==> src/rtl/vga_console_writer_if.sv <==
// vga_console_writer_if: byte handshake from the CPU plus the char RAM port owned by the writer
interface vga_console_writer_if #(parameter int AW = 13) ();
  logic          ch_valid;
  logic [7:0]    ch_data;
  logic          ch_ready;
  logic          vram_sel;
  logic          vram_we;
  logic [AW-1:0] vram_addr;
  logic [6:0]    vram_wdata;
  logic [6:0]    vram_rdata;
  modport master (output ch_valid, ch_data, vram_rdata, input ch_ready, vram_sel, vram_we, vram_addr, vram_wdata);
  modport slave  (input ch_valid, ch_data, vram_rdata, output ch_ready, vram_sel, vram_we, vram_addr, vram_wdata);
endinterface

==> src/rtl/vga_console_writer.sv <==
// vga_console_writer: putchar front end that places, wraps, scrolls and clears the 80x60 text char RAM
module vga_console_writer #(
  parameter int COLS = 80,
  parameter int ROWS = 60,
  parameter int AW   = 13
) (
  input  logic                sys_clk,
  input  logic                clrn,
  vga_console_writer_if.slave bus,
  output logic [5:0]          cursor_row,
  output logic [6:0]          cursor_col,
  output logic                busy
);
  typedef enum logic [2:0] {IDLE, PUT, ADV, SCR_RD, SCR_WR, SCR_CLR, CLR} state_t;
  localparam logic [6:0]    CMAX     = 7'(COLS - 1);
  localparam logic [5:0]    RMAX     = 6'(ROWS - 1);
  localparam logic [AW-1:0] CW       = AW'(COLS);
  localparam logic [AW-1:0] SCR_LAST = AW'((ROWS - 1) * COLS - 1);
  localparam logic [AW-1:0] LAST     = AW'(ROWS * COLS - 1);
  state_t        st, st_n;
  logic [7:0]    b, b_n;
  logic [5:0]    row_n;
  logic [6:0]    col_n;
  logic [AW-1:0] ptr, ptr_n, cur_addr;
  logic [6:0]    rd, rd_n;
  logic          acc;
  assign acc      = bus.ch_valid & bus.ch_ready;
  assign busy     = st != IDLE;
  // row*80 as row*64 + row*16
  assign cur_addr = (AW'(cursor_row) << 6) + (AW'(cursor_row) << 4) + AW'(cursor_col);
  always_comb begin
    st_n           = st;
    b_n            = b;
    row_n          = cursor_row;
    col_n          = cursor_col;
    ptr_n          = ptr;
    rd_n           = rd;
    bus.ch_ready   = st == IDLE;
    bus.vram_sel   = 1'b0;
    bus.vram_we    = 1'b0;
    bus.vram_addr  = '0;
    bus.vram_wdata = '0;
    case (st)
      IDLE: if (acc) begin
        b_n = bus.ch_data;
        if (bus.ch_data inside {[8'h20:8'h7e]}) st_n = PUT;
        else if (bus.ch_data == 8'h0a) begin
          col_n = '0;
          st_n  = ADV;
        end else if (bus.ch_data == 8'h0d) col_n = '0;
        else if (bus.ch_data == 8'h08 && cursor_col != '0) begin
          col_n = cursor_col - 7'd1;
          st_n  = PUT;
        end else if (bus.ch_data == 8'h0c) begin
          row_n = '0;
          col_n = '0;
          ptr_n = '0;
          st_n  = CLR;
        end
      end
      PUT: begin
        bus.vram_sel   = 1'b1;
        bus.vram_we    = 1'b1;
        bus.vram_addr  = cur_addr;
        bus.vram_wdata = b == 8'h08 ? 7'h20 : b[6:0];
        // backspace erases in place without advancing
        st_n  = b != 8'h08 && cursor_col == CMAX ? ADV : IDLE;
        col_n = b == 8'h08 ? cursor_col : cursor_col == CMAX ? 7'd0 : cursor_col + 7'd1;
      end
      ADV: begin
        st_n  = cursor_row == RMAX ? SCR_RD : IDLE;
        row_n = cursor_row == RMAX ? cursor_row : cursor_row + 6'd1;
        ptr_n = '0;
      end
      SCR_RD: begin
        bus.vram_sel  = 1'b1;
        bus.vram_addr = ptr + CW;
        rd_n          = bus.vram_rdata;
        st_n          = SCR_WR;
      end
      SCR_WR: begin
        bus.vram_sel   = 1'b1;
        bus.vram_we    = 1'b1;
        bus.vram_addr  = ptr;
        bus.vram_wdata = rd;
        ptr_n          = ptr + 1'b1;
        st_n           = ptr == SCR_LAST ? SCR_CLR : SCR_RD;
      end
      SCR_CLR, CLR: begin
        bus.vram_sel   = 1'b1;
        bus.vram_we    = 1'b1;
        bus.vram_addr  = ptr;
        bus.vram_wdata = 7'h20;
        ptr_n          = ptr + 1'b1;
        st_n           = ptr == LAST ? IDLE : st;
      end
      default: st_n = IDLE;
    endcase
  end
  always_ff @(posedge sys_clk or negedge clrn)
    if (!clrn) begin
      st         <= IDLE;
      b          <= '0;
      cursor_row <= '0;
      cursor_col <= '0;
      ptr        <= '0;
      rd         <= '0;
    end else begin
      st         <= st_n;
      b          <= b_n;
      cursor_row <= row_n;
      cursor_col <= col_n;
      ptr        <= ptr_n;
      rd         <= rd_n;
    end
endmodule

==> src/flat_wrapper.sv <==
// flat-port wrapper written by rule: the top's interface ports become plain ports
module vga_console_writer_flat 
#(
  parameter int COLS = 80,
  parameter int ROWS = 60,
  parameter int AW   = 13
)
  (sys_clk, clrn, cursor_row, cursor_col, busy, bus_ch_valid, bus_ch_data, bus_vram_rdata, bus_ch_ready, bus_vram_sel, bus_vram_we, bus_vram_addr, bus_vram_wdata);
  vga_console_writer_if #(.AW(AW)) bus_i ();
  input  logic sys_clk;
  input  logic clrn;
  output logic [5:0] cursor_row;
  output logic [6:0] cursor_col;
  output logic busy;
  input wire logic [$bits(bus_i.ch_valid)-1:0] bus_ch_valid;
  input wire logic [$bits(bus_i.ch_data)-1:0] bus_ch_data;
  input wire logic [$bits(bus_i.vram_rdata)-1:0] bus_vram_rdata;
  output wire logic [$bits(bus_i.ch_ready)-1:0] bus_ch_ready;
  output wire logic [$bits(bus_i.vram_sel)-1:0] bus_vram_sel;
  output wire logic [$bits(bus_i.vram_we)-1:0] bus_vram_we;
  output wire logic [$bits(bus_i.vram_addr)-1:0] bus_vram_addr;
  output wire logic [$bits(bus_i.vram_wdata)-1:0] bus_vram_wdata;
  assign bus_i.ch_valid = bus_ch_valid;
  assign bus_i.ch_data = bus_ch_data;
  assign bus_i.vram_rdata = bus_vram_rdata;
  assign bus_ch_ready = bus_i.ch_ready;
  assign bus_vram_sel = bus_i.vram_sel;
  assign bus_vram_we = bus_i.vram_we;
  assign bus_vram_addr = bus_i.vram_addr;
  assign bus_vram_wdata = bus_i.vram_wdata;
  vga_console_writer #(.COLS(COLS), .ROWS(ROWS), .AW(AW)) u_core (.sys_clk(sys_clk), .clrn(clrn), .bus(bus_i), .cursor_row(cursor_row), .cursor_col(cursor_col), .busy(busy));
endmodule
==> config.mk <==
export PLATFORM = sky130hd
export DESIGN_NAME = vga_console_writer_flat
export DESIGN_NICKNAME = d
export VERILOG_FILES = /design/src/rtl/vga_console_writer_if.sv /design/src/rtl/vga_console_writer.sv /design/src/flat_wrapper.sv
export SDC_FILE = /design/constraint.sdc
export NUM_CORES = 1
export LEC_CHECK = 0
export CAP_MARGIN = 5
export CELL_PAD_IN_SITES_DETAIL_PLACEMENT = 0
export CELL_PAD_IN_SITES_GLOBAL_PLACEMENT = 1
export CORE_ASPECT_RATIO = 1.1
export CORE_UTILIZATION = 44
export DETAILED_ROUTE_END_ITERATION = 8
export PLACE_DENSITY_LB_ADDON = 0.1
export REMOVE_ABC_BUFFERS = 1
export SLEW_MARGIN = 20
export SYNTH_ARGS = -nofsm -noshare
export SYNTH_HDL_FRONTEND = slang
export SYNTH_SLANG_ARGS = --single-unit
==> constraint.sdc <==
create_clock -name sys_clk -period 9.15 [get_ports sys_clk]
set_input_delay 1.83 -clock sys_clk [delete_from_list [all_inputs] [get_ports sys_clk]]
set_output_delay 1.83 -clock sys_clk [all_outputs]
set_load 0.01 [all_outputs]
# [After elaboration in Yosys (flattened, before gate mapping)]
# Index checks and enable logic that the tools add are counted.
[classes] n_addsub=7 magnitude_cmp=2 n_eq_ne=28 mux=40 bitwise=1 n_reduce_logical=18
[op_table] op="$mux 13" n=6
[op_table] op="$pmux 13 s3" n=2
[op_table] op="$mux 7" n=9
[op_table] op="$mux 6" n=7
[op_table] op="$eq 8x4->1 const B" n=5
[op_table] op="$eq 13x13->1 const B" n=2
[op_table] op="$mux 3" n=8
[op_table] op="$pmux 7 s3" n=1
[op_table] op="$pmux 3 s6" n=1
[op_table] op="$ne 2x2->1 const B" n=8
[op_table] op="$pmux 7 s2" n=1
[op_table] op="$add 12x10->13" n=1
[op_table] op="$add 13x1->13 const B" n=1
[op_table] op="$add 13x7->13" n=1
[op_table] op="$add 13x7->13 const B" n=1
[op_table] op="$pmux 6 s2" n=1
[op_table] op="$ne 5x5->1 const B" n=2
[op_table] op="$eq 3x3->1 const B" n=3
[op_table] op="$ge 8x6->1 const B" n=1
[op_table] op="$le 8x7->1 const B" n=1
[op_table] op="$ne 8x4->1 const B" n=1
[op_table] op="$reduce_and 8->1" n=1
[op_table] op="$add 7x1->7 const B" n=1
[op_table] op="$eq 7x7->1 const B" n=1
[op_table] op="other kinds (23)" n=30
[totals] regBits=44 inputBits=18 out_inout_bits=37 elab_cells=102

# [Longest topological paths before layout]
# Gate-level depths: netlist of the first run.
[depth] ltp_word=8 mapped_depth=9 ltp_nobuf=9

# [Least setup slack after synthesis of the first run]
# OpenSTA, ideal clock, no wires.
[synth_timing] path_kind="flip-flop to output port" from="register u_core.cursor_row[0]" to="output port bus_vram_addr[11]" arrival_time_ns=2.462 t_required_ns=7.320 setup_slack_ns=4.858 stages_incl_launch_ff=10 n_path_buf=0 path_cell_list="dfrtp_1 -> inv_1 -> fa_1 -> inv_1 -> fa_1 -> a21o_1 -> a21oi_1 -> nand4b_1 -> nand3_1 -> a211o_1"
[synth_via] elab_chain_cells=3
[synth_lines] item="start, declared" line="vga_console_writer.sv:10" source="output logic [5:0] cursor_row,"
[synth_lines] item="start signal, assigned" line="vga_console_writer.sv:111" source="cursor_row <= row_n;"
[synth_lines] item="$add 12x10->13" line="vga_console_writer.sv:30" source="assign cur_addr = (AW'(cursor_row) << 6) + (AW'(cursor_row) << 4) + AW'(cursor_col);"
[synth_lines] item="$add 13x7->13" line="vga_console_writer.sv:30"
[synth_lines] item="$pmux 13 s3" line="vga_console_writer.sv:43" source="case (st)"
[synth_lines] item="end, declared" line="flat_wrapper.sv:21" source="output wire logic [$bits(bus_i.vram_addr)-1:0] bus_vram_addr;"
# No other way between the ends.

# [Final worst setup path of the first run]
[layout_timing] from="register u_core.cursor_col[6]" to="output port bus_vram_addr[11]"
[layout_via] elab_chain_cells=2
[layout_lines] item="start, declared" line="vga_console_writer.sv:11" source="output logic [6:0] cursor_col,"
[layout_lines] item="start signal, assigned" line="vga_console_writer.sv:112" source="cursor_col <= col_n;"
[layout_lines] item="$add 13x7->13" line="vga_console_writer.sv:30"
[layout_lines] item="$pmux 13 s3" line="vga_console_writer.sv:43"
# No other way between the ends.

==> results of run 1 <==
stage by stage:
stage | std cells | hold WS, ps
after floorplan | 398 | 440.4
after global placement | 558 | 460.3
after detailed placement | 558 | 468.9
after CTS | 566 | 488.7
after global routing | 566 | 521.4
final | 566 | 486.5
cell usage after synthesis, types with 6 or more instances:
cell type | count | area share
a21oi_1 | 18 | 0.026
a22o_1 | 10 | 0.025
a22oi_1 | 6 | 0.013
a31oi_1 | 11 | 0.020
and3_1 | 9 | 0.016
clkbuf_1 | 15 | 0.016
dfrtp_1 | 44 | 0.31
ha_1 | 17 | 0.061
inv_1 | 18 | 0.019
mux2_2 | 9 | 0.029
nand2_1 | 53 | 0.057
nand3_1 | 15 | 0.021
nor2_1 | 36 | 0.039
nor3_1 | 6 | 0.0086
nor4_1 | 6 | 0.011
o211ai_1 | 6 | 0.013
o21ai_0 | 36 | 0.051
layout make-up:
| type | count | area [sq um] | area share |
|---|---|---|---|
| multi-input combinational | 335 | 2227 | 0.5318 |
| clock buffer | 5 | 68.82 | 0.01643 |
| inverter | 19 | 71.32 | 0.01703 |
| clock inverter | 3 | 42.54 | 0.01016 |
| timing repair buffer | 55 | 545.5 | 0.1303 |
| tap | 105 | 131.4 | 0.03137 |
| sequential | 44 | 1101 | 0.2629 |
metal layers:
metal / track usage / routed length [microns] / up-vias / part of all wire
met5: 0 / 0 / - / 0
met4: 0.05833 / 108 / 0 / 0.011
met3: 0.03117 / 408 / 12 / 0.043
met2: 0.3839 / 4381 / 83 / 0.47
met1: 0.3474 / 4508 / 1626 / 0.48
li1: - / - / 1629 / -
logic make-up after synthesis:
group	after synthesis	synth area share
flops	44	0.3144
buf+inv	42	0.05108
xor+xnor	8	0.02001
simple gates	170	0.2572
compound gates	126	0.2462
mux	12	0.03894
fa+ha+maj	19	0.07217
final timing paths:
path | from | end | slack, ps | cells past startpoint
setup / recovery | u_core.cursor_col[6]$_DFFE_PN0P_ | bus_vram_addr[11] | 3970 | 10
min in group asynchronous | clrn | u_core.ptr[12]$_DFFE_PN0P_ | 1520 | 1
max in group asynchronous | clrn | u_core.rd[6]$_DFFE_PN0P_ | 7210 | 1
hold / removal | u_core.rd[6]$_DFFE_PN0P_ | u_core.rd[6]$_DFFE_PN0P_ | 490 | 2
setup reg to reg | u_core.st[1]$_DFFE_PN0P_ | u_core.cursor_col[1]$_DFFE_PN0P_ | 6680 | 6
hold reg to reg | u_core.rd[6]$_DFFE_PN0P_ | u_core.rd[6]$_DFFE_PN0P_ | 490 | 2
power groups by stage:
stage	Clock, mW	Sequential, mW	Combinational, mW
finish	0.152	0.347	0.601
detailed placement	0	0.350	0.603
floorplan	0	0.327	0.375
CTS	0.157	0.347	0.605
global placement	0	0.348	0.600
global route	0.164	0.363	0.671
registers in the layout, indices dropped and copies added (netlist names):
| name | count |
|---|---|
| u_core.b | 8 |
| u_core.ptr | 13 |
| u_core.cursor_col | 7 |
| u_core.st | 3 |
| u_core.rd | 7 |
| u_core.cursor_row | 6 |
critical path, cell delays in order (launching register included):
cell and delay (ps):
dfrtp_1 450, inv_1 150, fa_1 500, inv_1 70, fa_1 460, a21o_1 190, a21oi_1 240, nand4b_1 150
nand3_1 90, a211o_1 270, clkdlybuf4s50_1 480
==> run metrics, run 1 <==
status=completed; clock slew seen by the registers of the worst setup and hold paths=90 ps; CTS buffer count=5; P per Cell Area=roughly 260 mW/mm^2; Final Hold Fails=0; Worst VDD drop=122.8 uV; # fillers=773; n_diodes=0; Netlist cell types=70; first-pass GRT wire length=15.66 mm; Starting Density=0.4610; final setup margin=3968 ps; unrepaired setup endpoints after global routing=false; number of max-cap violations=0; grt total ovfl=0; hold crit path type=reg2reg; post-DP HPWL=around 7.0 mm; TritonCTS clock tree=built; # clock sinks=44; CP Launch Type=register; Hold Buf Count CTS=0; final worst path period share=0.5664; cells after synthesis=421; worst path required time=7320 ps; Psw=483.5 uW; Ports=55; final cell utilization of the core=0.5512; drt pass-1 iters=5; Switching Share=0.4393; setup_tns=0 ps; die footprint=0.008321 sq mm; mean number of vias per cell=just under 6; setup skew after layout=8.602 ps; post-CTS sizing=0; Port Buf Inserts=54; DR DRC count=0; total wire length=9.407 mm; most frequent cells in the layout=nand2_1 (53), clkdlybuf4s50_1 (53), dfrtp_1 (44); crit path kind=reg2out; Max transition margin=0.4075; pre-CTS WS=4323 ps; f_max=about 0.19 GHz; Power, Total=between 1 and 1.5 mW; Slew @ Worst Pin=a little under 900 ps; CP max FO=7; worst skew pair latency=a little over 300 ps; CTS H-tree depth=2; placed cell areas=0.004074 sq mm; Synth Area per Inst=8.319 sq um; sequential power share=0.316; layout cell share with drive strength beyond 1=0.07809; die width=87.07 microns; drt wl/cell=16.62 microns; Root Driver=clkbuf_8; gr usage total=0.2417; Final ANT Viol Nets=0; Yosys reg bits=between 40 and 50; clk buf depth=2; Gate power share=0.546; fin nets=between 400 and 500; Async SR Flop Fraction=1.000; Post-synth EDFFs=0; Main synth FF type=dfrtp_1; proportion of power drawn by the clock network=0.138; Seq/Total Area, Yosys=0.3144; die height=~96 microns; final setup fails=0; Synth Warn #=0; Placer Congestion=0.8294; Setup crit end kind=output pin; Mapped Area=0.003502 sq mm; Internal Power=617.3 uW; Core ar.=around 0.0076 sq mm; minimum clock period=5182 ps; initial drt markers=~200; via count=around 3400; vias in the first global route=3096; Setup Fix Bufs, Post-CTS=0; worst path arrival time=~3400 ps; Synth-to-Final Area Change=19.58%; largest net degree at the start of global routing=45; site row count=33; Design Area, Final=between 0.004 and 0.005 sq mm; initial antenna violation count=0; Leak=1.829 nW; Slew Limit Fails=0
(Power assumes the default switching activity.)
==> run 2: changes to the inputs <==
--- a/config.mk
+++ b/config.mk
@@ -9,7 +9,7 @@
 export CELL_PAD_IN_SITES_DETAIL_PLACEMENT = 0
 export CELL_PAD_IN_SITES_GLOBAL_PLACEMENT = 1
 export CORE_ASPECT_RATIO = 1.1
-export CORE_UTILIZATION = 44
+export CORE_UTILIZATION = 37
 export DETAILED_ROUTE_END_ITERATION = 8
 export PLACE_DENSITY_LB_ADDON = 0.1
 export REMOVE_ABC_BUFFERS = 1
==> constraint.sdc (replaced) <==
create_clock -name sys_clk -period 4.3 [get_ports sys_clk]
set_input_delay 0.86 -clock sys_clk [delete_from_list [all_inputs] [get_ports sys_clk]]
set_output_delay 0.86 -clock sys_clk [all_outputs]
set_load 0.01 [all_outputs]
==> run 2 against run 1 <==
First-iteration DRC count increased by 0.49%; worst setup slack worse by 3800 ps; non-clock buffer count up 7; cell area increased by 2.0%; hold slack got worse by 4.4 ps; sequential share of layout area down 0.49 points; clock-buffer cell count is 2 higher; clock power up 140%; utilization down 7.7 points; die area grew 18%; critical endpoint unchanged.
==> run metrics, run 2 (same netlist as run 1, synthesis figures left out) <==
Port Buf Inserts=54 (unchanged); Max transition margin=0.5799 (+0.1723); R2R depth=5 (-1); Internal Power=1.376 mW (+120%); crit path launch=u_core.cursor_row[0]$_DFFE_PN0P_; Top Registers=u_core.ptr (13), u_core.b (8); # clock sinks=44 (unchanged); pre-CTS WS=395.5 ps (-3928 ps); Hold Buf Count CTS=0 (unchanged); final cell utilization of the core=0.4742 (-0.07705); CP Launch Type=register; crit path kind=reg2out; Leak=1.873 nW (+2.4%); die width=94.76 microns (+8.8%); largest reg by FF count=u_core.ptr; n_diodes=0 (unchanged); CTS H-tree depth=2 (unchanged); Core ar.=0.009009 sq mm (+19%); Final Hold Fails=0 (unchanged); die height=104.0 microns (+8.9%); setup skew after layout=5.570 ps (-3.033 ps); post-DP HPWL=7.563 mm (+8.7%); drt wl/cell=17.34 microns (+4.3%); total wire length=10.09 mm (+7.3%); CP max FO=5 (-2); Slew Limit Fails=0 (unchanged); Final ANT Viol Nets=0 (unchanged); Slew @ Worst Pin=624.5 ps (-261.0 ps); DR DRC count=0 (unchanged); worst path arrival time=3300 ps (-50 ps); Switching Share=0.4352 (-0.004100); Multi-input gate area=0.002231 sq mm (+0.17%); worst skew pair latency=300 ps (about the same); Synth-to-Final Area Change=21.97%; proportion of power drawn by the clock network=0.148 (+0.010); clock slew seen by the registers of the worst setup and hold paths=90 ps (about the same); Root Driver=clkbuf_8; # fillers=925 (+20%); initial drt markers=204 (+0.49%); largest net degree at the start of global routing=45 (unchanged); Worst VDD drop=200.8 uV (+64%); area taken by flip-flops and latches=0.001102 sq mm (+0.11%); most frequent cells in the layout=nand2_1 (53), clkdlybuf4s50_1 (53), dfrtp_1 (43); final setup fails=0 (unchanged); R2R setup slack=1920 ps (-4760 ps); Placer Congestion=0.8154 (-1.7%); Gate power share=0.558 (+0.012); max reg flops=13 (unchanged); critical register-to-register path startpoint=u_core.st[1]$_DFFE_PN0P_; Ports=55 (unchanged); Starting Density=0.3888 (-0.07222); status=completed; drt pass-1 iters=5 (unchanged); unrepaired setup endpoints after global routing=false; initial antenna violation count=0 (unchanged); Design Area, Final=0.004272 sq mm (+2.0%); placed cell areas=0.004138 sq mm (+1.6%); vias in the first global route=3306 (+6.8%); minimum clock period=4162 ps; worst path required time=3440 ps (-3880 ps); setup_tns=0 ps (unchanged); gr usage total=0.2131 (-0.02863); reg2reg end=u_core.cursor_row[3]$_DFFE_PN0P_; site row count=36 (+9.1%); Power, Total=2.437 mW (+120%); die footprint=0.009858 sq mm (+18%); sequential power share=0.295 (-0.021); hold crit path type=reg2reg; clk buf depth=2 (unchanged); layout cell share with drive strength beyond 1=0.09615 (+0.01806); f_max=roughly 0.24 GHz; first-pass GRT wire length=16.78 mm (+7.2%); TritonCTS clock tree=built; P per Cell Area=570.5 mW/mm^2 (+120%); via count=3398 (+1.4%); Setup crit end kind=output pin; mean number of vias per cell=5.838 (-1.4%); crit path to=bus_vram_addr[11]; CTS buffer count=5 (unchanged); fin nets=504 (+1.4%); final setup margin=138.4 ps (-3829 ps); grt total ovfl=0 (unchanged); number of max-cap violations=0 (unchanged); Psw=1.060 mW (+120%); final worst path period share=0.9678
[run 2: changes by cell type in the layout (fill, tap and decap cells not counted)]
cell	previous run	this run
a21oi_1	18	17
a21oi_2	0	1
buf_4	2	9
clkbuf_8	5	7
clkinv_2	1	0
clkinvlp_4	1	0
dfrtp_1	44	43
dfrtp_2	0	1
[run 2: worst min path at each step]
stage | end | start | depth (start not counted) | slack, ps
floorplan | u_core.rd[5]$_DFFE_PN0P_ | u_core.rd[5]$_DFFE_PN0P_ | 2 | 440
global placement | u_core.rd[3]$_DFFE_PN0P_ | u_core.rd[3]$_DFFE_PN0P_ | 2 | 460
detailed placement | u_core.rd[3]$_DFFE_PN0P_ | u_core.rd[3]$_DFFE_PN0P_ | 2 | 460
CTS | u_core.rd[3]$_DFFE_PN0P_ | u_core.rd[3]$_DFFE_PN0P_ | 2 | 490
global route | u_core.rd[3]$_DFFE_PN0P_ | u_core.rd[3]$_DFFE_PN0P_ | 2 | 510
finish | u_core.rd[3]$_DFFE_PN0P_ | u_core.rd[3]$_DFFE_PN0P_ | 2 | 480
[run 2: area by class of cell]
| cell class | instances | area share |
|---|---|---|
| inverter | 19 | 0.01670 |
| clock inverter | 1 | 0.007030 |
| sequential | 44 | 0.2581 |
| clock buffer | 7 | 0.02255 |
| timing repair buffer | 62 | 0.1400 |
| tap | 114 | 0.03339 |
| multi-input combinational | 335 | 0.5223 |
[run 2: metal layers]
metal  up-vias  global-route usage  routed length, microns
met5         -                   0                       0
met4         0             0.06061                     172
met3        15             0.02778                     420
met2       106              0.3422                    4693
met1      1623              0.2958                    4805
li1       1654                   -                       -
[run 2: repair_timing]
action	4_1_cts	5_1_grt
resized for setup	0	2
buffers inserted	0	0
setup endpoints to repair	0	1
[run 2: worst max-delay path, stage by stage, from the launching register on]
cell,delay (ps)
dfrtp_1,430
inv_1,110
fa_1,550
inv_1,70
fa_1,460
a21o_1,210
a21oi_2,190
nand4b_1,140
nand3_1,100
a211o_1,280
clkdlybuf4s50_1,470
[run 2: through the flow]
step                      cells  hold WS, ps
after floorplan             398        440.4
after global placement      574        459.5
after detailed placement    574        463.8
after CTS                   582        486.7
after global routing        582        509.4
final                       582        482.1
[run 2: power groups by stage]
stage | clock [mW] | sequential, mW | combinational [mW]
5_1_grt | 0.386 | 0.746 | 1.50
4_1_cts | 0.365 | 0.716 | 1.36
2_1_floorplan | 0 | 0.695 | 0.799
3_3_place_gp | 0 | 0.721 | 1.34
6_report | 0.360 | 0.718 | 1.36
3_5_place_dp | 0 | 0.724 | 1.35
==> run 3: changes to the inputs <==
--- a/config.mk
+++ b/config.mk
@@ -9,8 +9,10 @@
 export CELL_PAD_IN_SITES_DETAIL_PLACEMENT = 0
 export CELL_PAD_IN_SITES_GLOBAL_PLACEMENT = 1
 export CORE_ASPECT_RATIO = 1.1
-export CORE_UTILIZATION = 37
+export CORE_UTILIZATION = 44
+export CTS_CLUSTER_DIAMETER = 40
 export DETAILED_ROUTE_END_ITERATION = 8
+export HOLD_SLACK_MARGIN = 0.15
 export PLACE_DENSITY_LB_ADDON = 0.1
 export REMOVE_ABC_BUFFERS = 1
 export SLEW_MARGIN = 20
==> constraint.sdc (replaced) <==
create_clock -name sys_clk -period 5.05 [get_ports sys_clk]
set_input_delay 1.01 -clock sys_clk [delete_from_list [all_inputs] [get_ports sys_clk]]
set_output_delay 1.01 -clock sys_clk [all_outputs]
set_load 0.01 [all_outputs]
==> run 3 against run 2 <==
First-iteration DRC count grew 2.5%; clock skew hardly changed; non-clock buffer count shrank 5; clock power shrank 41%; largest power group unchanged.
==> run metrics, run 3 (same netlist as run 1, synthesis figures left out) <==
WL met2=4.341 mm (-7.5%); DR DRC count=0 (unchanged); slowest stage cell, crit path=fa_1; R2R depth=6 (+1); minimum clock period=between 4000 and 5000 ps; crit path kind=reg2out; final cell utilization of the core=0.5487 (+0.07458); R2R setup slack=2710 ps (+790 ps); Multi-input gate area=0.002227 sq mm (-0.17%); # fillers=778 (-16%); f_max=approximately 0.23 GHz; die footprint=0.008321 sq mm (-16%); n_diodes=0 (unchanged); Max transition margin=0.4228 (-0.1570); vias in the first global route=3019 (-8.7%); Placer Congestion=0.8573 (+5.1%); TritonCTS clock tree=built; Hold Buf Count CTS=0 (unchanged); Design Area, Final=0.004169 sq mm (-2.4%); Setup crit end kind=output pin; worst path required time=4040 ps (+600 ps); metal3 WL=479 microns (+14%); grt total ovfl=0 (unchanged); placed cell areas=0.004089 sq mm (-1.2%); final worst path period share=0.8595; Crit path max-delay family=adder cells; Hold Startpoint=u_core.rd[6]$_DFFE_PN0P_; Ports=55 (unchanged); via count=3335 (-1.9%); Crit path largest cell delay=490 ps (-60 ps); clock slew seen by the registers of the worst setup and hold paths=80 ps (about the same); Setup Fix Bufs, Post-CTS=0 (unchanged); Slew @ Worst Pin=862.5 ps (+238.1 ps); initial drt markers=209 (+2.5%); pre-CTS WS=1055 ps (+659.6 ps); CP max FO=7 (+2); worst path arrival time=3330 ps (+30 ps); P per Cell Area=466.9 mW/mm^2 (-18%); number of max-cap violations=0 (unchanged); final setup margin=709.7 ps (+571.3 ps); post-CTS sizing=0 (unchanged); largest reg by FF count=u_core.ptr; placed instance count=560 (-2.4%); hold crit path type=reg2reg; CTS H-tree depth=2 (unchanged); fin nets=499 (-0.99%); site row count=33 (-8.3%); Slew Limit Fails=0 (unchanged); CP Launch Type=register; crit-path cells=inv_1 > fa_1 > inv_1 > fa_1 > a21o_1 > a21oi_1 > nand4b_1 > nand3_1 > a211o_1 > clkdlybuf4s50_1; Worst VDD drop=229.9 uV (+14%); die height=95.57 microns (-8.1%); Final Hold Fails=0 (unchanged); # clock sinks=44 (unchanged); worst skew pair latency=300 ps (about the same); Core ar.=0.007597 sq mm (-16%); unrepaired setup endpoints after global routing=false; layout cell share with drive strength beyond 1=0.07792 (-0.01823); Starting Density=0.4610 (+0.07222); initial antenna violation count=0 (unchanged); Synth-to-Final Area Change=19.04%; final setup fails=0 (unchanged); setup skew after layout=5.199 ps (-0.3701 ps); CTS buffer count=5 (unchanged); clk buf depth=2 (unchanged); post-DP HPWL=7.033 mm (-7.0%); most frequent cells in the layout=nand2_1 (53), clkdlybuf4s50_1 (53), dfrtp_1 (44); reg2reg end=u_core.cursor_col[1]$_DFFE_PN0P_; critical register-to-register path startpoint=u_core.st[2]$_DFFE_PN0P_; drt pass-1 iters=4 (-1); max reg flops=13 (unchanged); setup_tns=0 ps (unchanged); worst hold stages=2 (unchanged); first-pass GRT wire length=15.17 mm (-9.6%); final cell count without fillers=567 (-2.6%); M1 WL=4.565 mm (-5.0%); drt wl/cell=16.91 microns (-2.5%); Top Registers=u_core.ptr (13), u_core.b (8); total wire length=9.588 mm (-5.0%); status=completed; area taken by flip-flops and latches=0.001101 sq mm (-0.11%); DR top layer=met4; Power, Total=1.946 mW (-20%); die width=87.07 microns (-8.1%); Worst Hold Path EP=u_core.rd[6]$_DFFE_PN0P_; Final ANT Viol Nets=0 (unchanged); Root Driver=clkbuf_8; gr usage total=0.2380 (+0.02487); crit path launch=u_core.cursor_col[6]$_DFFE_PN0P_; Worst Path Buf+Inv=3 (unchanged); largest net degree at the start of global routing=45 (unchanged); mean number of vias per cell=5.882 (+0.74%); Hold WS=481.6 ps (-0.4750 ps); Leak=1.826 nW (-2.5%); Port Buf Inserts=54 (unchanged)
[run 3: worst max path at each step]
stage | slack (ps) | endpoint | cells past startpoint
5_1_grt | 480 | bus_vram_addr[11] | 10
6_report | 710 | bus_vram_addr[11] | 10
2_1_floorplan | 1570 | bus_vram_addr[11] | 9
3_5_place_dp | 1060 | bus_vram_addr[11] | 10
3_3_place_gp | 1090 | bus_vram_addr[11] | 10
4_1_cts | 700 | bus_vram_addr[11] | 10
[run 3: worst register-to-register path, stage by stage, from the launching register on]
cell     delay, ps
dfrtp_1        560
or3_1          570
inv_2          150
nand2_1         80
o21ai_2        300
and2_4         270
mux2_4         310
[run 3: final cells by class]
class                   instances  area share
multi-input cells             335      0.5342
flip-flops and latches         44      0.2641
repair buffers                 57      0.1345
well taps                     105     0.03151
clock buffers                   6     0.01741
inverters                      19     0.01711
clock inverters                 1    0.001200
[run 3: per-layer routing]
| layer | GRT usage | up-vias |
|---|---|---|
| met5 | 0 | - |
| met4 | 0.08333 | 0 |
| met3 | 0.03463 | 12 |
| met2 | 0.3734 | 101 |
| met1 | 0.3333 | 1586 |
| li1 | - | 1636 |
[run 3: power by group]
part / switching, mW / internal, mW
Sequential: 0.151 / 0.462
Clock: 0.119 / 0.0942
Combinational: 0.600 / 0.520
